## src/rtl/flag_branch_unit_pkg.sv

```systemverilog
// Shared constants for the flag/branch unit: opcodes,
// branch condition codes and flag bit positions.
package flag_branch_unit_pkg;

  localparam int FB_OPW = 4;

  localparam logic [3:0] OP_ADD    = 4'b0000;
  localparam logic [3:0] OP_SUB    = 4'b0001;
  localparam logic [3:0] OP_XOR    = 4'b0010;
  localparam logic [3:0] OP_RED    = 4'b0011;
  localparam logic [3:0] OP_SLL    = 4'b0100;
  localparam logic [3:0] OP_SRA    = 4'b0101;
  localparam logic [3:0] OP_ROR    = 4'b0110;
  localparam logic [3:0] OP_PADDSB = 4'b0111;
  localparam logic [3:0] OP_LW     = 4'b1000;
  localparam logic [3:0] OP_SW     = 4'b1001;
  localparam logic [3:0] OP_LLB    = 4'b1010;
  localparam logic [3:0] OP_LHB    = 4'b1011;
  localparam logic [3:0] OP_B      = 4'b1100;
  localparam logic [3:0] OP_BR     = 4'b1101;
  localparam logic [3:0] OP_PCS    = 4'b1110;
  localparam logic [3:0] OP_HLT    = 4'b1111;

  localparam logic [2:0] CC_NE  = 3'b000;
  localparam logic [2:0] CC_EQ  = 3'b001;
  localparam logic [2:0] CC_GT  = 3'b010;
  localparam logic [2:0] CC_LT  = 3'b011;
  localparam logic [2:0] CC_GTE = 3'b100;
  localparam logic [2:0] CC_LTE = 3'b101;
  localparam logic [2:0] CC_OV  = 3'b110;
  localparam logic [2:0] CC_UN  = 3'b111;

  localparam int FLAG_Z = 2;
  localparam int FLAG_V = 1;
  localparam int FLAG_N = 0;

endpackage

```

## src/rtl/flag_branch_unit_cond.sv

```systemverilog
// branch_cond_eval: combinational condition check.
// Ports: Cond (3b code), Flags {Z,V,N} -> Branch_Taken.
module branch_cond_eval
  import flag_branch_unit_pkg::*;
(
  input  logic [2:0] Cond,
  input  logic [2:0] Flags,
  output logic       Branch_Taken
);

  logic z, v, n;

  assign z = Flags[FLAG_Z];
  assign v = Flags[FLAG_V];
  assign n = Flags[FLAG_N];

  always_comb begin
    Branch_Taken = 1'b0;
    unique case (Cond)
      CC_NE:  Branch_Taken = ~z;
      CC_EQ:  Branch_Taken = z;
      CC_GT:  Branch_Taken = ~z & ~n;
      CC_LT:  Branch_Taken = n;
      CC_GTE: Branch_Taken = z | (~z & ~n);
      CC_LTE: Branch_Taken = n | z;
      CC_OV:  Branch_Taken = v;
      CC_UN:  Branch_Taken = 1'b1;
    endcase
  end

endmodule

```

## src/rtl/flag_branch_unit.sv

```systemverilog
// Z/V/N flag register with per-opcode write masks plus
// branch decision. Ports: clk, rst_n, En, Halt, Opcode,
// Result, Ovfl, Cond -> Flags {Z,V,N}, Branch_Taken.
module flag_branch_unit
  import flag_branch_unit_pkg::*;
#(
  parameter int WIDTH = 16,
  parameter int OPW   = 4
) (
  input  logic             clk,
  input  logic             rst_n,
  input  logic             En,
  input  logic             Halt,
  input  logic [OPW-1:0]   Opcode,
  input  logic [WIDTH-1:0] Result,
  input  logic             Ovfl,
  input  logic [2:0]       Cond,
  output logic [2:0]       Flags,
  output logic             Branch_Taken
);

  logic       upd;
  logic       wr_all;
  logic       wr_z;
  logic       zero;
  logic [3:0] op;
  logic [2:0] flags_q;

  assign op   = 4'(Opcode);
  assign upd  = En & ~Halt;
  assign zero = (Result == '0);

  always_comb begin
    wr_all = 1'b0;
    wr_z   = 1'b0;
    unique case (1'b1)
      (op == OP_ADD) || (op == OP_SUB):
        wr_all = 1'b1;
      (op == OP_XOR) || (op == OP_SLL) ||
      (op == OP_SRA) || (op == OP_ROR):
        wr_z = 1'b1;
      default: ;
    endcase
  end

  // Gate checked first so an undriven opcode/result
  // on an idle cycle can never reach the register.
  always_ff @(posedge clk or negedge rst_n) begin
    if (!rst_n) begin
      flags_q <= 3'b000;
    end else if (upd) begin
      if (wr_all) begin
        flags_q[FLAG_Z] <= zero;
        flags_q[FLAG_V] <= Ovfl;
        flags_q[FLAG_N] <= Result[WIDTH-1];
      end else if (wr_z) begin
        flags_q[FLAG_Z] <= zero;
      end
    end
  end

  assign Flags = flags_q;

  branch_cond_eval u_cond (
    .Cond         (Cond),
    .Flags        (flags_q),
    .Branch_Taken (Branch_Taken)
  );

endmodule

```

## config.mk

```make
export PLATFORM = sky130hd
export DESIGN_NAME = flag_branch_unit
export DESIGN_NICKNAME = d
export VERILOG_FILES = /design/src/rtl/flag_branch_unit_pkg.sv /design/src/rtl/flag_branch_unit_cond.sv /design/src/rtl/flag_branch_unit.sv
export SDC_FILE = /design/constraint.sdc
export NUM_CORES = 1
export LEC_CHECK = 0
export ABC_AREA = 1
export CELL_PAD_IN_SITES_DETAIL_PLACEMENT = 1
export CELL_PAD_IN_SITES_GLOBAL_PLACEMENT = 1
export CORE_AREA = 2 2 47 49
export CTS_CLUSTER_SIZE = 30
export DETAILED_ROUTE_END_ITERATION = 7
export DIE_AREA = 0 0 49 51
export MAX_ROUTING_LAYER = met4
export PLACE_DENSITY_LB_ADDON = 0.1
export SYNTH_ARGS = -nofsm -noshare
export SYNTH_HDL_FRONTEND = slang
export SYNTH_SLANG_ARGS = --single-unit
export TNS_END_PERCENT = 1
```

## constraint.sdc

```tcl
create_clock -name clk -period 1.2 [get_ports clk]
set_input_delay 0.24 -clock clk [delete_from_list [all_inputs] [get_ports clk]]
set_output_delay 0.24 -clock clk [all_outputs]
set_load 0.03 [all_outputs]
```

# Word level (Yosys, flattened, before mapping)
# Index checks and enable logic that the tools add are counted.
[totals]
regBits = 3
in_bits = 28
out_inout_bits = 4
word_cells = 36
[op_classes]
n_eq_ne = 12
mux = 5
n_bitwise = 7
reduce_logical = 10
[ops]
columns = ["operator", "count"]
rows = [
  ["$logic_not 16->1", 1],
  ["$eq 3x3->1 const B", 4],
  ["$eq 4x3->1 const B", 3],
  ["$pmux 1 s8", 1],
  ["$eq 3x2->1 const B", 2],
  ["$eq 4x1->1 const B", 1],
  ["$eq 4x2->1 const B", 1],
  ["$logic_not 4->1", 1],
  ["$logic_or 1x1->1", 4],
  ["$mux 1", 4],
  ["$reduce_and 2->1", 2],
  ["$eq 3x1->1 const B", 1],
  ["$logic_not 3->1", 1],
  ["$not 1->1", 3],
  ["$and 1x1->1", 2],
  ["$or 1x1->1", 2],
  ["$reduce_bool 2->1", 1],
]

# Depth between registers and ports, before layout
# Gate-level depths: netlist (run 1).
[depth]
depth_word = 7
ltp_mapped = 6
mapped_depth_nobuf = 6

# By module
# Synthesis (run 1) repeated with hierarchy kept, for this count alone.
[unflattened]
hier_cells = 53
area_unflattened_um2 = 291.5
[by_module_without_submodules]
columns = ["mod", "instances", "cells_per_inst", "area_each_um2", "seq_area_each_um2"]
rows = [
  ["flag_branch_unit", 1, 34, 215.2, 75.1],
  ["branch_cond_eval", 1, 19, 76.3, 0.0],
]

# Worst setup path after synthesis (run 1)
# No wires, ideal clock.
[synth_path]
path_kind = "register to output"
startpoint = "reg flags_q[2] (netlist: Flags[2])"
endpoint = "out Branch_Taken"
arrival_ps = 1096
t_required_ps = 960
slack_ps = -136
path_stages_with_launch = 6
n_path_buf = 0
cell_sequence = "dfrtp_1 inv_1 o21a_1 nand2_1 nand2_1 nand2_1"
[synth_via]
elab_chain_len = 4
elab_cells_between_ends = 5
cone_classes = "mux: 1; bitwise: 4"
[synth_rtl]
columns = ["item", "line_no", "rtl"]
rows = [
  ["start: declaration", "flag_branch_unit.sv:27", "logic [2:0] flags_q;"],
  ["start signal: indexed assignment", "flag_branch_unit.sv:53", "flags_q[FLAG_Z] <= zero;"],
  ["start signal: indexed assignment", "flag_branch_unit.sv:54", "flags_q[FLAG_V] <= Ovfl;"],
  ["start signal: indexed assignment", "flag_branch_unit.sv:55", "flags_q[FLAG_N] <= Result[WIDTH-1];"],
  ["$not 1->1", "flag_branch_unit_cond.sv:20, flag_branch_unit_cond.sv:22, flag_branch_unit_cond.sv:24", ""],
  ["$and 1x1->1", "flag_branch_unit_cond.sv:22, flag_branch_unit_cond.sv:24", ""],
  ["$or 1x1->1", "flag_branch_unit_cond.sv:24", "CC_GTE: Branch_Taken = z | (~z & ~n);"],
  ["$pmux 1 s8 *", "flag_branch_unit_cond.sv:19", "unique case (Cond)"],
  ["end: declaration", "flag_branch_unit.sv:19", "output logic Branch_Taken"],
]
# Mark *: on every way between the ends. The rest lies on a longest branch, timed or not.

# Worst setup path after layout (run 1)
# Same ends and word-level chain as after synthesis.

==> flow_summary.toml, run 1 <==
[sta]
fin_ws_ns = -0.188
period_share_pct = 116
clock_skew_ns = 0
max_freq_mhz = 720
period_minus_slack_ns = 1.39
relSlewSlack_pct = 87.7
finalHoldViolCount = 0
worstMarginPinSlew_ns = 0.183
setup_viol = 1
slew_violations = 0
rsz0062_at_grt = "yes"
fin_setup_tns_ns = -0.188

[critical_path]
crit_chain = "inv_2 -> nor2_1 -> nor3_2 -> nand2_1 -> nand2_2 -> buf_6"
crit_slowest_cell = "dfrtp_2"
critPathLaunchType = "flip-flop"
worstPathRequired_ns = 0.96
critPathKind = "flip-flop to output pin"
crit_fanout = 3
worst-r2r-setup-slack_ns = 0.43
cpPeakStageDelay_ns = 0.39
endpoint_kind = "output pin"
worstPathArrival_ns = 1.15

[route]
top_layer_used = "met3"
ant_nets = 0
wl_met3_um = 71
drtIter0Drc = 1
wl_per_cell_um = 7.97
vias = 411
met2_length_um = 476
drc_errors = 0
wl_met1_um = 353
drtPass1Iterations = 2
vias_per_cell = 3.64
wl_um = 901

[cts]
cts.clk_slew.worst_paths_ns = 0.04
cts_setup_buffers = 0
cts_tree = "done"
clock_latency_ns = 0.23
htreeDepth = 1
numCtsBuffers = 3
root_buffer = "clkbuf_4"
clockBufferDepth = 2
cts.sinks = 3

[hold_path]
hold_class = "primary input to asynchronous set/reset pin"

[floorplan]
io_pins = 32
num_rows = 17
die_w_um = 49
initial_core_util_pct = 13.7
dieArea_sq_mm = 0.00250
core_sq_mm = 0.00206
die_y_um = 51

[synthesis]
syn-num-nets = 77
ys_seq_area_share_pct = 26.5
synth_cell_types = 11
postSynthCellCount = 49
synthMuxAreaShare_pct = 0
synth_area_sq_um = 283
synthAdderAreaFrac_pct = 0
synth_top_family_by_area = "simple AND/OR/NAND/NOR gates"
syn_avg_cell_area_sq_um = 5.77
synth_simple_gate_area_share_pct = 59.7
ys_seq_elements = 3
yosysWarnings = 0
synth_xor_area_share_pct = 0
synth-compound-area-share_pct = 7.08

[power_and_ir_drop]
p_int_uw = 366
power.leakage_uw = 0.000312
sw_frac_of_total_pct = 30.3
combPwrFrac_pct = 42.4
clockPowerShare_pct = 33.1
switching_power_uw = 159
powerDensity_mw_per_mm2 = 794
peakVddDrop_v = 0.000275
power.share.sequential_pct = 24.4
p_total_uw = 525

[global_route]
grt_antenna_before_repair = 0
gr-usage-all-layers_pct = 9.01
grt_max_degree = 4
grt_overflow_total = 0
grt_pass1_wl_um = 1670
first_global_vias = 426

[finish]
fin_cells = 113
final_common_cell = "clkdlybuf4s50_1"
largest_reg_flops = 3
syn_to_final_growth_pct = 134
drive_gt1_share_pct = 20.0
fin_area_sq_um = 662
nets = 114
n_antenna_cell = 0
final_cell_mix = "24 x clkdlybuf4s50_1, 16 x nand2_1, 15 x nor2_1"

[place]
placed_area_sq_um = 629
dp.cells = 109
dp_hpwl_um = 815
place.gp.congestion = 0.598
port_buffers = 31

[outcome]
status = "finished with violations"
violations = "negative setup slack"

[job]
maxCapViolations = 0
==> path summary, 6_finish.rpt <==
path / start / endpoint / cells past startpoint
min in group clk: Flags[0] / Flags[0] / 2
hold reg to reg: Flags[0] / Flags[0] / 2
hold / removal: rst_n / Flags[1] / 1
max in group asynchronous: rst_n / Flags[2] / 1
setup reg to reg: Flags[2] / Flags[2] / 3
setup / recovery: Flags[2] / Branch_Taken / 6
==> layout make-up <==
cell class,instances,area (sq um)
Fill cell,268,1400
Timing Repair Buffer,32,308
Multi-Input combinational cell,41,198
Sequential cell,3,76.3
Tap cell,28,35.0
Clock buffer,4,26.3
Inverter,5,18.8
==> through the flow <==
step	utilization, %	setup WS [ns]	hold slack, ns
after floorplan	-	0.0132	-0.0556
after global placement	30.5	-0.304	0.435
after detailed placement	30.5	-0.313	0.435
after CTS	32.1	-0.182	0.186
after global routing	32.1	-0.257	0.192
final	32.1	-0.188	0.190
==> power groups by stage <==
stage / registers, uW / clock network (uW) / logic, uW
after CTS: 129 / 183 / 226
after global routing: 132 / 193 / 247
after detailed placement: 129 / 0 / 222
after global placement: 129 / 0 / 221
after floorplan: 154 / 0 / 64.3
final: 128 / 174 / 223
==> synth_stat cells <==
cell       n  area (sq um)
a21boi_0   1          7.51
nand3b_4   1          20.0
inv_2      2          7.51
o21a_1     1          7.51
dfrtp_1    3          75.1
o21ai_0    1          5.00
inv_1      3          11.3
nand2_1   17          63.8
nor3_2     1          10.0
nor2_1    16          60.1
nand3_1    3          15.0
==> cell families (layout without fill, tap and decap cells) <==
family                 after synthesis  in the layout
buffers and inverters                5             41
AND/OR/NAND/NOR                     38             38
flip-flops                           3              3
AO/OA/AOI/OAI                        3              3
==> worst max-delay path: cells and delay by family (launching register included) <==
family	cells	cell delay [ns]
AND/OR/NAND/NOR	4	0.34
flip-flops	1	0.39
buffers and inverters	2	0.19
==> routing by layer <==
metal,GRT usage [%],vias up
met5,-,-
met4,5.71,0
met3,2.34,0
met2,16.9,17
met1,8.17,172
li1,-,222
==> timing repair <==
action,CTS,global route
endpoints found under the hold margin,0,0
pin swaps,3,0
endpoints found under the setup margin,1,1
cloned,0,0
gates resized for setup,8,0
hold buffers,0,0
(Power assumes the default switching activity.)
==> inputs of run 2 (changes only) <==
Settings changed: CORE_AREA 2 2 47 49 to 2 2 46 48, CTS_CLUSTER_DIAMETER from default to 80, DIE_AREA 0 0 49 51 to 0 0 48 50.
Clock period 1.2 ns to 1.8 ns, I/O delays scaled along.
==> run 2 against run 1 <==
  * Sequential power fell by 34%
  * The flow now finishes without violations
  * Flip-flop and latch count did not move
  * Hold slack improved by 0.12 ns
  * Design area fell by 0.38%
  * Final cell count fell by 1.8%
  * Clock-buffer cell count did not move
  * First-iteration DRC count rose to 3.0 times the previous value
  * Sequential share of layout area fell by 0.15 points
  * Critical path depth fell by 5
  * Die area fell by 4.0%
==> flow_summary.toml, run 2 (synthesis results as in run 1) <==
[cts]
htreeDepth = 1
cts_hold_buf = 0
clock_latency_ns = 0.23
root_buffer = "clkbuf_4"
clockBufferDepth = 2
cts.clk_slew.worst_paths_ns = 0.04
cts.sinks = 3
cts_tree = "done"
cts_setup_buffers = 0
numCtsBuffers = 3

[floorplan]
num_rows = 16
dieArea_sq_mm = 0.00240
core_sq_mm = 0.00190
io_pins = 32
die_w_um = 48
initial_core_util_pct = 14.9
die_y_um = 50

[critical_path]
crit_cells = 1
reg2reg_depth = 2
worstPathArrival_ns = 1.27
crit_family = "buffers and inverters"
timing.rr.end = "Flags[2]"
timing.rr.start = "Flags[2]"
crit_buf_inv = 1
worst-r2r-setup-slack_ns = 1.15
critPathLaunchType = "flip-flop"
cpPeakStageDelay_ns = 0.68
crit_chain = "clkdlybuf4s50_1"
endpoint_kind = "output pin"
crit_fanout = 3
worstPathRequired_ns = 1.44
crit_start = "Flags[1]"
critPathKind = "flip-flop to output pin"
crit_slowest_cell = "clkdlybuf4s50_1"

[place]
port_buffers = 31
dp_hpwl_um = 824
place.gp.congestion = 0.597

[route]
wl_um = 872
drtPass1Iterations = 3
ant_nets = 0
drc_errors = 0
vias_per_cell = 3.64
drtIter0Drc = 3
wl_per_cell_um = 7.86
vias = 404

[sta]
finalHoldViolCount = 0
period_share_pct = 90.8
worstMarginPinSlew_ns = 0.308
holdWs_ns = 0.313
clock_skew_ns = 0
fin_setup_tns_ns = 0
rsz0062_at_grt = "no"
setup_viol = 0
max_freq_mhz = 612
period_minus_slack_ns = 1.63
slew_violations = 0
relSlewSlack_pct = 79.4

[global_route]
grt_pass1_wl_um = 1590
first_global_vias = 449
grt_antenna_before_repair = 0
grt_max_degree = 4
gr-usage-all-layers_pct = 9.15
grt_overflow_total = 0

[finish]
final_cell_mix = "28 x clkdlybuf4s50_1, 17 x nand2_1, 16 x nor2_1"
drive_gt1_share_pct = 9.52
nets = 113
n_antenna_cell = 0
final_common_cell = "clkdlybuf4s50_1"
largest_reg_flops = 3
syn_to_final_growth_pct = 133

[hold_path]
hold_class = "primary input to asynchronous set/reset pin"

[power_and_ir_drop]
peakVddDrop_v = 0.000212
powerDensity_mw_per_mm2 = 533
power.leakage_uw = 0.000318

[job]
maxCapViolations = 0

[outcome]
status = "finished clean"
-- run 2: cell count changes in the layout (fill, tap and decap cells not counted), moves of 2 or more --
cell / delta
dlygate4sd2_1: -3
dlymetal6s2s_1: +2
clkdlybuf4s50_1: +4
buf_4: -4
-- run 2: how the worst max path moves through the flow --
stage and end:
5_1_grt Branch_Taken, 3_3_place_gp Branch_Taken, 4_1_cts Branch_Taken, 6_report Flags[1]
2_1_floorplan Branch_Taken, 3_5_place_dp Branch_Taken
-- run 2: area by class of cell --
type                    count  area (sq um)
fillers                   241          1240
repair buffers             31           317
multi-input cells          41           189
flip-flops and latches      3          75.1
well taps                  27          33.8
clock buffers               4          26.3
inverters                   5          18.8
-- run 2: metal layers --
layer  vias to the layer above  track usage (%)  share of wire [%]  wire length [um]
met3                         0             1.10                8.8                77
met2                        15             15.3                 50               438
met5                         -                -                  0                 0
li1                        220                -                  -                 -
met1                       169             10.4                 41               356
met4                         0             4.05                  0                 0
-- run 2: stage by stage --
step	std cells	total power (uW)	area (sq um)	util (%)	worst slack, ns
floorplan	49	144	283	-	0.344
global placement	107	235	624	32.8	0.0608
detailed placement	107	236	624	32.8	0.0618
CTS	111	356	651	34.2	0.0575
global route	111	381	659	34.7	0.0564
finish	111	351	659	34.7	0.166
-- run 2: repair_timing --
item | 4_1_cts | 5_1_grt
endpoints found under the hold margin | 0 | 0
gates resized for setup | 0 | 4
endpoints found under the setup margin | 0 | 1
-- run 2: power breakdown --
part           internal, uW  leakage [uW]  total (uW)  switching [uW]
Combinational          88.2      0.000263         151            62.3
Sequential             77.1     0.0000394        84.1            6.99
Clock                  83.0     0.0000150         117            33.6
==> inputs of run 3 (changes only) <==
Settings changed: ABC_AREA 1 to default, CORE_AREA 2 2 46 48 to 2 2 43 45, DIE_AREA 0 0 48 50 to 0 0 45 47.
==> run 3 against run 2 <==
  * The run now ends with negative setup slack left
  * Design area down 3.4%
  * First-iteration DRC count down 100%
  * Largest power group unchanged
  * Wire length up 12%
  * Critical path type unchanged
  * Largest cell class unchanged
==> flow_summary.toml, run 3 <==
[outcome]
status = "finished with violations"
violations = "negative setup slack"

[route]
drc_errors = 0
wl_um = 980
drtIter0Drc = 0
vias_per_cell = 4.70
vias = 371
drtPass1Iterations = 1
wl_per_cell_um = 12.4
ant_nets = 0

[floorplan]
die_w_um = 45
io_pins = 32
dieArea_sq_mm = 0.00212
initial_core_util_pct = 14.2
core_sq_mm = 0.00165
num_rows = 15
die_y_um = 47

[sta]
setup_viol = 1
clock_skew_ns = 0
period_minus_slack_ns = 1.80
relSlewSlack_pct = 78.1
slew_violations = 0
finalHoldViolCount = 0
fin_ws_ns = -0.000821
period_share_pct = 100
worstMarginPinSlew_ns = 0.327
rsz0062_at_grt = "yes"
max_freq_mhz = 555

[critical_path]
crit_fanout = 2
critPathKind = "flip-flop to output pin"
crit_buf_inv = 1
worstPathArrival_ns = 1.44
endpoint_kind = "output pin"
crit_chain = "or3b_4 -> a311oi_2 -> a21oi_1 -> buf_4"
crit_family = "flip-flops"
reg2reg_depth = 2
timing.rr.start = "Flags[0]"
crit_cells = 4
critPathLaunchType = "flip-flop"
crit_start = "Flags[2]"
timing.rr.end = "Flags[0]"
worst-r2r-setup-slack_ns = 0.92
crit_slowest_cell = "dfrtp_1"
worstPathRequired_ns = 1.44
cpPeakStageDelay_ns = 0.37

[cts]
cts.sinks = 3
cts_setup_buffers = 0
cts_hold_buf = 0
cts.clk_slew.worst_paths_ns = 0.04
cts_tree = "done"
numCtsBuffers = 3
clock_latency_ns = 0.23
htreeDepth = 1
root_buffer = "clkbuf_4"
clockBufferDepth = 2

[place]
place.gp.congestion = 0.722
pre_cts_ws_ns = -0.744
port_buffers = 31
dp_hpwl_um = 895

[synthesis]
synth_common_cells = "4 x nor4_1, 3 x dfrtp_1, 2 x a21oi_1, 2 x mux2_4"
synth_area_sq_um = 234
ys_seq_area_share_pct = 32.1
async_reset_ff_share_pct = 100
yosys_most_used_dff = "dfrtp_1"
synth_edf_count = 0
ys_seq_elements = 3
yosysWarnings = 0
yosys-top-cells-area = "dfrtp_1 32%, mux2_4 13%, nor4_1 11%"
synth_top_area_share_pct = 32.1
postSynthCellCount = 23
synth_cell_types = 16
syn-num-nets = 51
syn_avg_cell_area_sq_um = 10.2
synth.most_common_cell = "nor4_1"
synth_largest_area_cell = "dfrtp_1"

[finish]
nets = 91
n_antenna_cell = 0
drive_gt1_share_pct = 25.8
final_common_cell = "clkdlybuf4s50_1"
syn_to_final_growth_pct = 172
final_cell_mix = "29 x clkdlybuf4s50_1, 5 x buf_4, 4 x nor4_1"
largest_reg_flops = 3

[global_route]
first_global_vias = 411
grt_max_degree = 6
grt_pass1_wl_um = 1640
grt_overflow_total = 0
grt_antenna_before_repair = 0
gr-usage-all-layers_pct = 11.9

[job]
maxCapViolations = 0

[power_and_ir_drop]
power.leakage_uw = 0.000250
p_total_uw = 395
powerDensity_mw_per_mm2 = 621
peakVddDrop_v = 0.000228

[hold_path]
hold_class = "primary input to asynchronous set/reset pin"
run 3: cell types whose count changed after synthesis, moves of 2 or more:
cell	delta
a21oi_1	+2
inv_1	-2
inv_2	-2
mux2_4	+2
nand2_1	-17
nand3_1	-3
nor2_1	-16
nor4_1	+4
run 3: stage by stage:
stage | util, % | hold slack [ns] | cell area (sq um) | setup TNS (ns) | cells
2_1_floorplan | - | 0.0644 | 234 | 0 | 23
5_1_grt | 38.6 | 0.315 | 637 | -0.0622 | 79
4_1_cts | 38.3 | 0.305 | 632 | -0.0335 | 79
3_3_place_gp | 36.1 | 0.548 | 596 | -0.967 | 75
6_report | 38.6 | 0.309 | 637 | -0.000821 | 79
3_5_place_dp | 36.1 | 0.555 | 596 | -1.04 | 75
run 3: worst max-delay path by stage:
stage	end
after CTS	Branch_Taken
after floorplan	Branch_Taken
after global placement	Branch_Taken
final	Branch_Taken
after detailed placement	Branch_Taken
after global routing	Branch_Taken
run 3: routing by layer:
layer | routed length, um | vias up | global-route usage (%)
li1 | - | 172 | -
met1 | 346 | 168 | 12.3
met2 | 521 | 29 | 19.7
met3 | 93 | 2 | 1.54
met4 | 19 | 0 | 10.6
met5 | 0 | - | -
run 3: layout make-up:
class | count | area (sq um)
well taps | 17 | 21.3
inverters | 1 | 3.75
repair buffers | 35 | 338
flip-flops and latches | 3 | 75.1
multi-input cells | 19 | 173
fillers | 198 | 1010
clock buffers | 4 | 26.3
run 3: cells by family (layout without fill, tap and decap cells):
logic type,count (synthesis),in the layout,synth area share (%)
buffers and inverters,1,40,1.60
AO/OA/AOI/OAI,5,5,13.4
AND/OR/NAND/NOR,10,10,31.0
multiplexers,4,4,21.9
flip-flops,3,3,32.1
run 3: timing repair:
item,CTS,global route
resized for setup,12,1
endpoints found under the setup margin,1,1
pin swaps,1,1
run 3: power by group:
| group | internal, uW | total [uW] | switching (uW) | leakage [uW] |
|---|---|---|---|---|
| clock | 83.0 | 117 | 33.6 | 0.0000150 |
| combinational | 122 | 195 | 73.4 | 0.000196 |
| sequential | 78.6 | 83.3 | 4.72 | 0.0000385 |
